`config.mk`:
```
export PLATFORM = sky130hd
export DESIGN_NAME = debug_mem_writer
export DESIGN_NICKNAME = d
export VERILOG_FILES = /design/src/rtl/debug_pkg.sv /design/src/rtl/debug_mem_writer_key_debounce.sv /design/src/rtl/debug_mem_writer.sv
export SDC_FILE = /design/constraint.sdc
export NUM_CORES = 1
export LEC_CHECK = 0
export CORE_UTILIZATION = 40
export DETAILED_ROUTE_END_ITERATION = 10
export PLACE_DENSITY = 0.58
export SETUP_SLACK_MARGIN = 0.02
export SYNTH_ARGS = -nofsm -noshare
export SYNTH_HDL_FRONTEND = slang
export SYNTH_SLANG_ARGS = --single-unit
```
`constraint.sdc`:
```
create_clock -name Clock -period 4.9 [get_ports Clock]
set_input_delay 0.735 -clock Clock [delete_from_list [all_inputs] [get_ports Clock]]
set_output_delay 0.735 -clock Clock [all_outputs]
set_load 0.1 [all_outputs]
```
`src/rtl/debug_pkg.sv`:
```
// Shared types and defaults for the front-panel debug memory writer.
// Holds the FSM encoding, default timing constants and address helper.
package debug_pkg;

    typedef enum logic [2:0] {
        ST_IDLE   = 3'd0,
        ST_REQ_LO = 3'd1,
        ST_GAP    = 3'd2,
        ST_REQ_HI = 3'd3,
        ST_ABORT  = 3'd4
    } state_e;

    localparam logic [15:0] DEF_DEBOUNCE_CYCLES = 16'd50000;
    localparam logic [7:0]  DEF_ACK_TIMEOUT     = 8'd255;

    // 16-bit wrap-around address step
    function automatic logic [15:0] addr_add(
        input logic [15:0] a,
        input logic [1:0]  n
    );
        return a + {14'd0, n};
    endfunction

endpackage

```
`src/rtl/debug_mem_writer_key_debounce.sv`:
```
// Pushbutton conditioner: 2-flop synchronizer, level debouncer and
// a one-cycle press pulse on the debounced release-to-pressed edge.
module key_debounce #(
    parameter logic [15:0] DEBOUNCE_CYCLES = debug_pkg::DEF_DEBOUNCE_CYCLES
) (
    input  logic clk_i,
    input  logic rst_i,
    input  logic key_n_i,
    output logic press_o
);

    localparam logic [15:0] LIMIT =
        (DEBOUNCE_CYCLES == 16'd0) ? 16'd0 : DEBOUNCE_CYCLES - 16'd1;

    logic        sync1_q;
    logic        sync2_q;
    logic        level_q;
    logic        level_d;
    logic        press_q;
    logic        press_d;
    logic [15:0] cnt_q;
    logic [15:0] cnt_d;

    always_ff @(posedge clk_i) begin
        if (rst_i) begin
            sync1_q <= 1'b1;
            sync2_q <= 1'b1;
            level_q <= 1'b1;
            press_q <= 1'b0;
            cnt_q   <= '0;
        end else begin
            sync1_q <= key_n_i;
            sync2_q <= sync1_q;
            level_q <= level_d;
            press_q <= press_d;
            cnt_q   <= cnt_d;
        end
    end

    // counter only runs while the input disagrees with the accepted level
    always_comb begin
        level_d = level_q;
        press_d = 1'b0;
        cnt_d   = '0;
        if (sync2_q != level_q) begin
            if (cnt_q >= LIMIT) begin
                level_d = sync2_q;
                press_d = ~sync2_q;
            end else begin
                cnt_d = cnt_q + 16'd1;
            end
        end
    end

    assign press_o = press_q;

endmodule

```
`src/rtl/debug_mem_writer.sv`:
```
// Front-panel memory writer: loads an address from switches and writes
// one byte or a little-endian word through a req/ack memory port.
module debug_mem_writer #(
    parameter logic [15:0] DEBOUNCE_CYCLES = debug_pkg::DEF_DEBOUNCE_CYCLES,
    parameter logic [7:0]  ACK_TIMEOUT     = debug_pkg::DEF_ACK_TIMEOUT
) (
    input  logic        Clock,
    input  logic        Reset,
    input  logic [15:0] SW,
    input  logic        key_addr_n,
    input  logic        key_data_n,
    input  logic        word_mode,
    output logic        mem_req,
    output logic [15:0] mem_addr,
    output logic [7:0]  mem_wdata,
    input  logic        mem_ack,
    output logic [15:0] cur_addr,
    output logic        busy,
    output logic        err,
    output logic [7:0]  wr_count
);

    import debug_pkg::*;

    localparam logic [7:0] TO_LIMIT =
        (ACK_TIMEOUT == 8'd0) ? 8'd0 : ACK_TIMEOUT - 8'd1;

    logic addr_press;
    logic data_press;

    key_debounce #(
        .DEBOUNCE_CYCLES(DEBOUNCE_CYCLES)
    ) u_key_addr (
        .clk_i  (Clock),
        .rst_i  (Reset),
        .key_n_i(key_addr_n),
        .press_o(addr_press)
    );

    key_debounce #(
        .DEBOUNCE_CYCLES(DEBOUNCE_CYCLES)
    ) u_key_data (
        .clk_i  (Clock),
        .rst_i  (Reset),
        .key_n_i(key_data_n),
        .press_o(data_press)
    );

    state_e      state_q;
    state_e      state_d;
    logic [15:0] cur_q;
    logic [15:0] cur_d;
    logic [15:0] data_q;
    logic [15:0] data_d;
    logic        word_q;
    logic        word_d;
    logic [7:0]  cnt_q;
    logic [7:0]  cnt_d;
    logic        err_q;
    logic        err_d;
    logic [7:0]  to_q;
    logic [7:0]  to_d;
    logic        timeout_hit;

    assign timeout_hit = (to_q >= TO_LIMIT);

    always_ff @(posedge Clock) begin
        if (Reset) begin
            state_q <= ST_IDLE;
        end else begin
            state_q <= state_d;
        end
    end

    always_comb begin
        state_d = state_q;
        unique case (state_q)
            ST_IDLE: begin
                if (!addr_press && data_press) begin
                    state_d = ST_REQ_LO;
                end
            end
            ST_REQ_LO: begin
                if (mem_ack) begin
                    state_d = word_q ? ST_GAP : ST_IDLE;
                end else if (timeout_hit) begin
                    state_d = ST_ABORT;
                end
            end
            ST_GAP: state_d = ST_REQ_HI;
            ST_REQ_HI: begin
                if (mem_ack) begin
                    state_d = ST_IDLE;
                end else if (timeout_hit) begin
                    state_d = ST_ABORT;
                end
            end
            ST_ABORT: state_d = ST_IDLE;
            default:  state_d = ST_IDLE;
        endcase
    end

    always_comb begin
        mem_req   = 1'b0;
        mem_addr  = '0;
        mem_wdata = '0;
        busy      = (state_q != ST_IDLE);
        unique case (state_q)
            ST_REQ_LO: begin
                mem_req   = 1'b1;
                mem_addr  = cur_q;
                mem_wdata = data_q[7:0];
            end
            ST_REQ_HI: begin
                mem_req   = 1'b1;
                mem_addr  = addr_add(cur_q, 2'd1);
                mem_wdata = data_q[15:8];
            end
            default: ;
        endcase
    end

    always_ff @(posedge Clock) begin
        if (Reset) begin
            cur_q  <= '0;
            data_q <= '0;
            word_q <= 1'b0;
            cnt_q  <= '0;
            err_q  <= 1'b0;
            to_q   <= '0;
        end else begin
            cur_q  <= cur_d;
            data_q <= data_d;
            word_q <= word_d;
            cnt_q  <= cnt_d;
            err_q  <= err_d;
            to_q   <= to_d;
        end
    end

    // cur_addr only advances once the whole byte/word has been accepted
    always_comb begin
        cur_d  = cur_q;
        data_d = data_q;
        word_d = word_q;
        cnt_d  = cnt_q;
        err_d  = err_q;
        to_d   = '0;
        unique case (state_q)
            ST_IDLE: begin
                if (addr_press) begin
                    cur_d = SW;
                    err_d = 1'b0;
                end else if (data_press) begin
                    data_d = SW;
                    word_d = word_mode;
                end
            end
            ST_REQ_LO: begin
                if (mem_ack) begin
                    cnt_d = cnt_q + 8'd1;
                    if (!word_q) begin
                        cur_d = addr_add(cur_q, 2'd1);
                    end
                end else if (timeout_hit) begin
                    err_d = 1'b1;
                end else begin
                    to_d = to_q + 8'd1;
                end
            end
            ST_REQ_HI: begin
                if (mem_ack) begin
                    cnt_d = cnt_q + 8'd1;
                    cur_d = addr_add(cur_q, 2'd2);
                end else if (timeout_hit) begin
                    err_d = 1'b1;
                end else begin
                    to_d = to_q + 8'd1;
                end
            end
            default: ;
        endcase
    end

    assign cur_addr = cur_q;
    assign err      = err_q;
    assign wr_count = cnt_q;

endmodule

```
==> results.ini <==
[timing]
slew_violations=0
finalCritPeriodShare_pct=74.5
hold_slack_ps=425
worst_clock_skew_ps=7.24
rsz0062_at_grt=false
setup_viol=0
fin_ws_ps=1250
worstMarginPinSlew_ps=1070
setup_tns_ps=0
fmax_mhz=274
min_period_ps=3650
hold_viol=0
relSlewSlack_pct=28.5

[die]
die_h_um=111
die_area_sq_um=12200
initial_core_util_pct=41.1
ios=73
die_w_um=111
rows=39
core_region_area_sq_um=11500

[yosys]
yosysTopAreaCell=dfxtp_1
synth_common_cells=nor2_1, dfxtp_1, nand2_1
avgSynthCellArea_sq_um=7.94
ys_ff_latch=93
syn-num-nets=623
synthesis.area_sq_um=4720
synth-edff-count=0
synth_top_area_share_pct=39.5
yosysSeqAreaShare_pct=39.5
synth_area_leaders=dfxtp_1, nor2_1, xnor2_1, xor2_1, nand2_1
syn_inst=594
async_flop_share_pct=0
synth_most_common_cell=nor2_1
ys_warn_count=0
synth.distinct_cells=52
synth_flop_cell=dfxtp_1

[placement]
place.gp.congestion=0.852
port_buffers=72
dpl_cell_area_sq_um=5430
place_inst=774
dp.final_hpwl_mm=8.32
dp_slack_ps=1580

[grt]
overflow=0
grt_max_degree=57
grt_pass1_wl_mm=19.0
grt_pass1_vias=3836
antenna_found_initial=0
grt_usage_pct=19.0

[cells_and_area]
diodes=0
final_cell_area_sq_um=5700
finalNonFillerCells=789
final_util_pct=49.7
drive_gt1_share_pct=6.04
area_delta_synth_final_pct=20.9
fillers=1149
fin_nets=671

[worst_setup_path]
end_kind=primary output
worst_ep_required_time_ps=4160
crit_type=flop to primary output
startpoint_type=flop
worstPathMaxFanout=20
r2r_slack_ps=2320
arrival_ps=2920

[routing]
num_vias=4170
drtPass1Iterations=5
drtIter0Drc=235
route.detailed.drc=0
dr_wl_met2_mm=5.38
topRoutingLayerUsed=met4
route.met3.wl_um=514
wl_mm=11.4
via_per_inst=5.29
avgRoutedWirePerCell_um=14.5
drt-met1-wl_mm=5.47
postRouteAntennaNets=0

[cts]
htreeDepth=3
cts_tree=done
clock_sinks=93
cts.path.max_buffers=2
cts_root_buf=clkbuf_16
cts_hold_buf=0
path_clk_slew_ps=60
clock_latency_ps=340
cts_made_buffers=9
post-cts-setup-buffers=0
cts_resized=0

[power]
p_int_mw=1.13
seqPwrFrac_pct=53.1
ir_drop_mv=0.230
p_switching_mw=0.296
p_clk_share_pct=44.1
comb_power_share_pct=2.8
p_leak_nw=1.89
switching_share_pct=20.7
finalPower_mw=1.43
p_per_area_nw_per_um2=251

[hold_path]
hold_class=flop to flop

[flow_run]
maxCapViolations=0

[outcome]
status=finished, final reports clean

==> state kept, by name, summed over array words and instances, names as in the netlist, 3 cells and up <==
register and count:
u_key_addr.cnt_q 16, u_key_data.cnt_q 16, cur_addr 16, wr_count 8, state_q 3, to_q 8, data_q 16
==> area by class of cell <==
class	count	area [sq um]	area share, %
Timing Repair Buffer	75	708	12.4
Inverter	10	37.5	0.658
Tap cell	143	179	3.14
Sequential cell	93	1860	32.6
Clock inverter	3	22.5	0.395
Multi-Input combinational cell	453	2650	46.4
Clock buffer	12	246	4.32
==> worst paths after layout <==
path / startpoint / endpoint / cells past startpoint
setup / recovery: state_q[1]$_SDFFE_PP0P_ / mem_addr[3] / 4
hold / removal: u_key_addr.sync1_q$_SDFF_PP1_ / u_key_addr.sync2_q$_SDFF_PP1_ / 1
setup reg to reg: state_q[1]$_SDFFE_PP0P_ / cur_addr[14]$_SDFFE_PP0P_ / 6
hold reg to reg: u_key_addr.sync1_q$_SDFF_PP1_ / u_key_addr.sync2_q$_SDFF_PP1_ / 1
==> power by group through the flow <==
stage / registers [mW] / clock network (mW) / logic (mW)
floorplan: 0.776 / 0 / 0.0153
global placement: 0.776 / 0 / 0.0400
detailed placement: 0.776 / 0 / 0.0398
CTS: 0.759 / 0.651 / 0.0400
global route: 0.759 / 0.685 / 0.0427
finish: 0.759 / 0.631 / 0.0394
==> worst max-delay path, stage by stage, from the launching register on <==
cell             delay (ps)
dfxtp_1                 940
nand3_1                 180
xor2_1                  190
nor2_1                  120
clkdlybuf4s50_1        1140
==> cells in the final DEF (no fill, tap or decap), types with 5 or more instances in the layout <==
master / netlist / layout
inv_1: 10 / 10
a21oi_1: 43 / 43
xnor2_1: 30 / 30
dfxtp_1: 93 / 93
or2_2: 6 / 6
nand2b_1: 6 / 5
and3_1: 13 / 13
mux2i_1: 10 / 10
o21ai_0: 17 / 17
nor2_1: 104 / 104
buf_4: 0 / 15
and2_1: 6 / 6
clkdlybuf4s50_1: 0 / 59
xor2_1: 30 / 30
clkbuf_16: 0 / 9
nand2_1: 68 / 68
nand3_1: 21 / 21
nand4_1: 11 / 11
a211o_1: 9 / 9
nor3_1: 11 / 11
ha_1: 7 / 7
==> metal layers <==
metal | GRT usage [%] | vias to the layer above
li1 | - | 2133
met1 | 25.0 | 1935
met2 | 31.0 | 94
met3 | 4.67 | 8
met4 | 5.07 | 0
met5 | 0 | -
==> kinds of logic after synthesis <==
family	after synthesis	synth area share (%)
and+or+nand+nor	277	27.7
AOI/OAI and AO/OA	99	13.2
DFF	93	39.5
xor gates and xnor gates	60	11.1
buffers and inverters	48	4.43
muxes	10	2.12
adders and majority gates	7	1.86
Note: power is estimated with default switching activity, not from simulation.
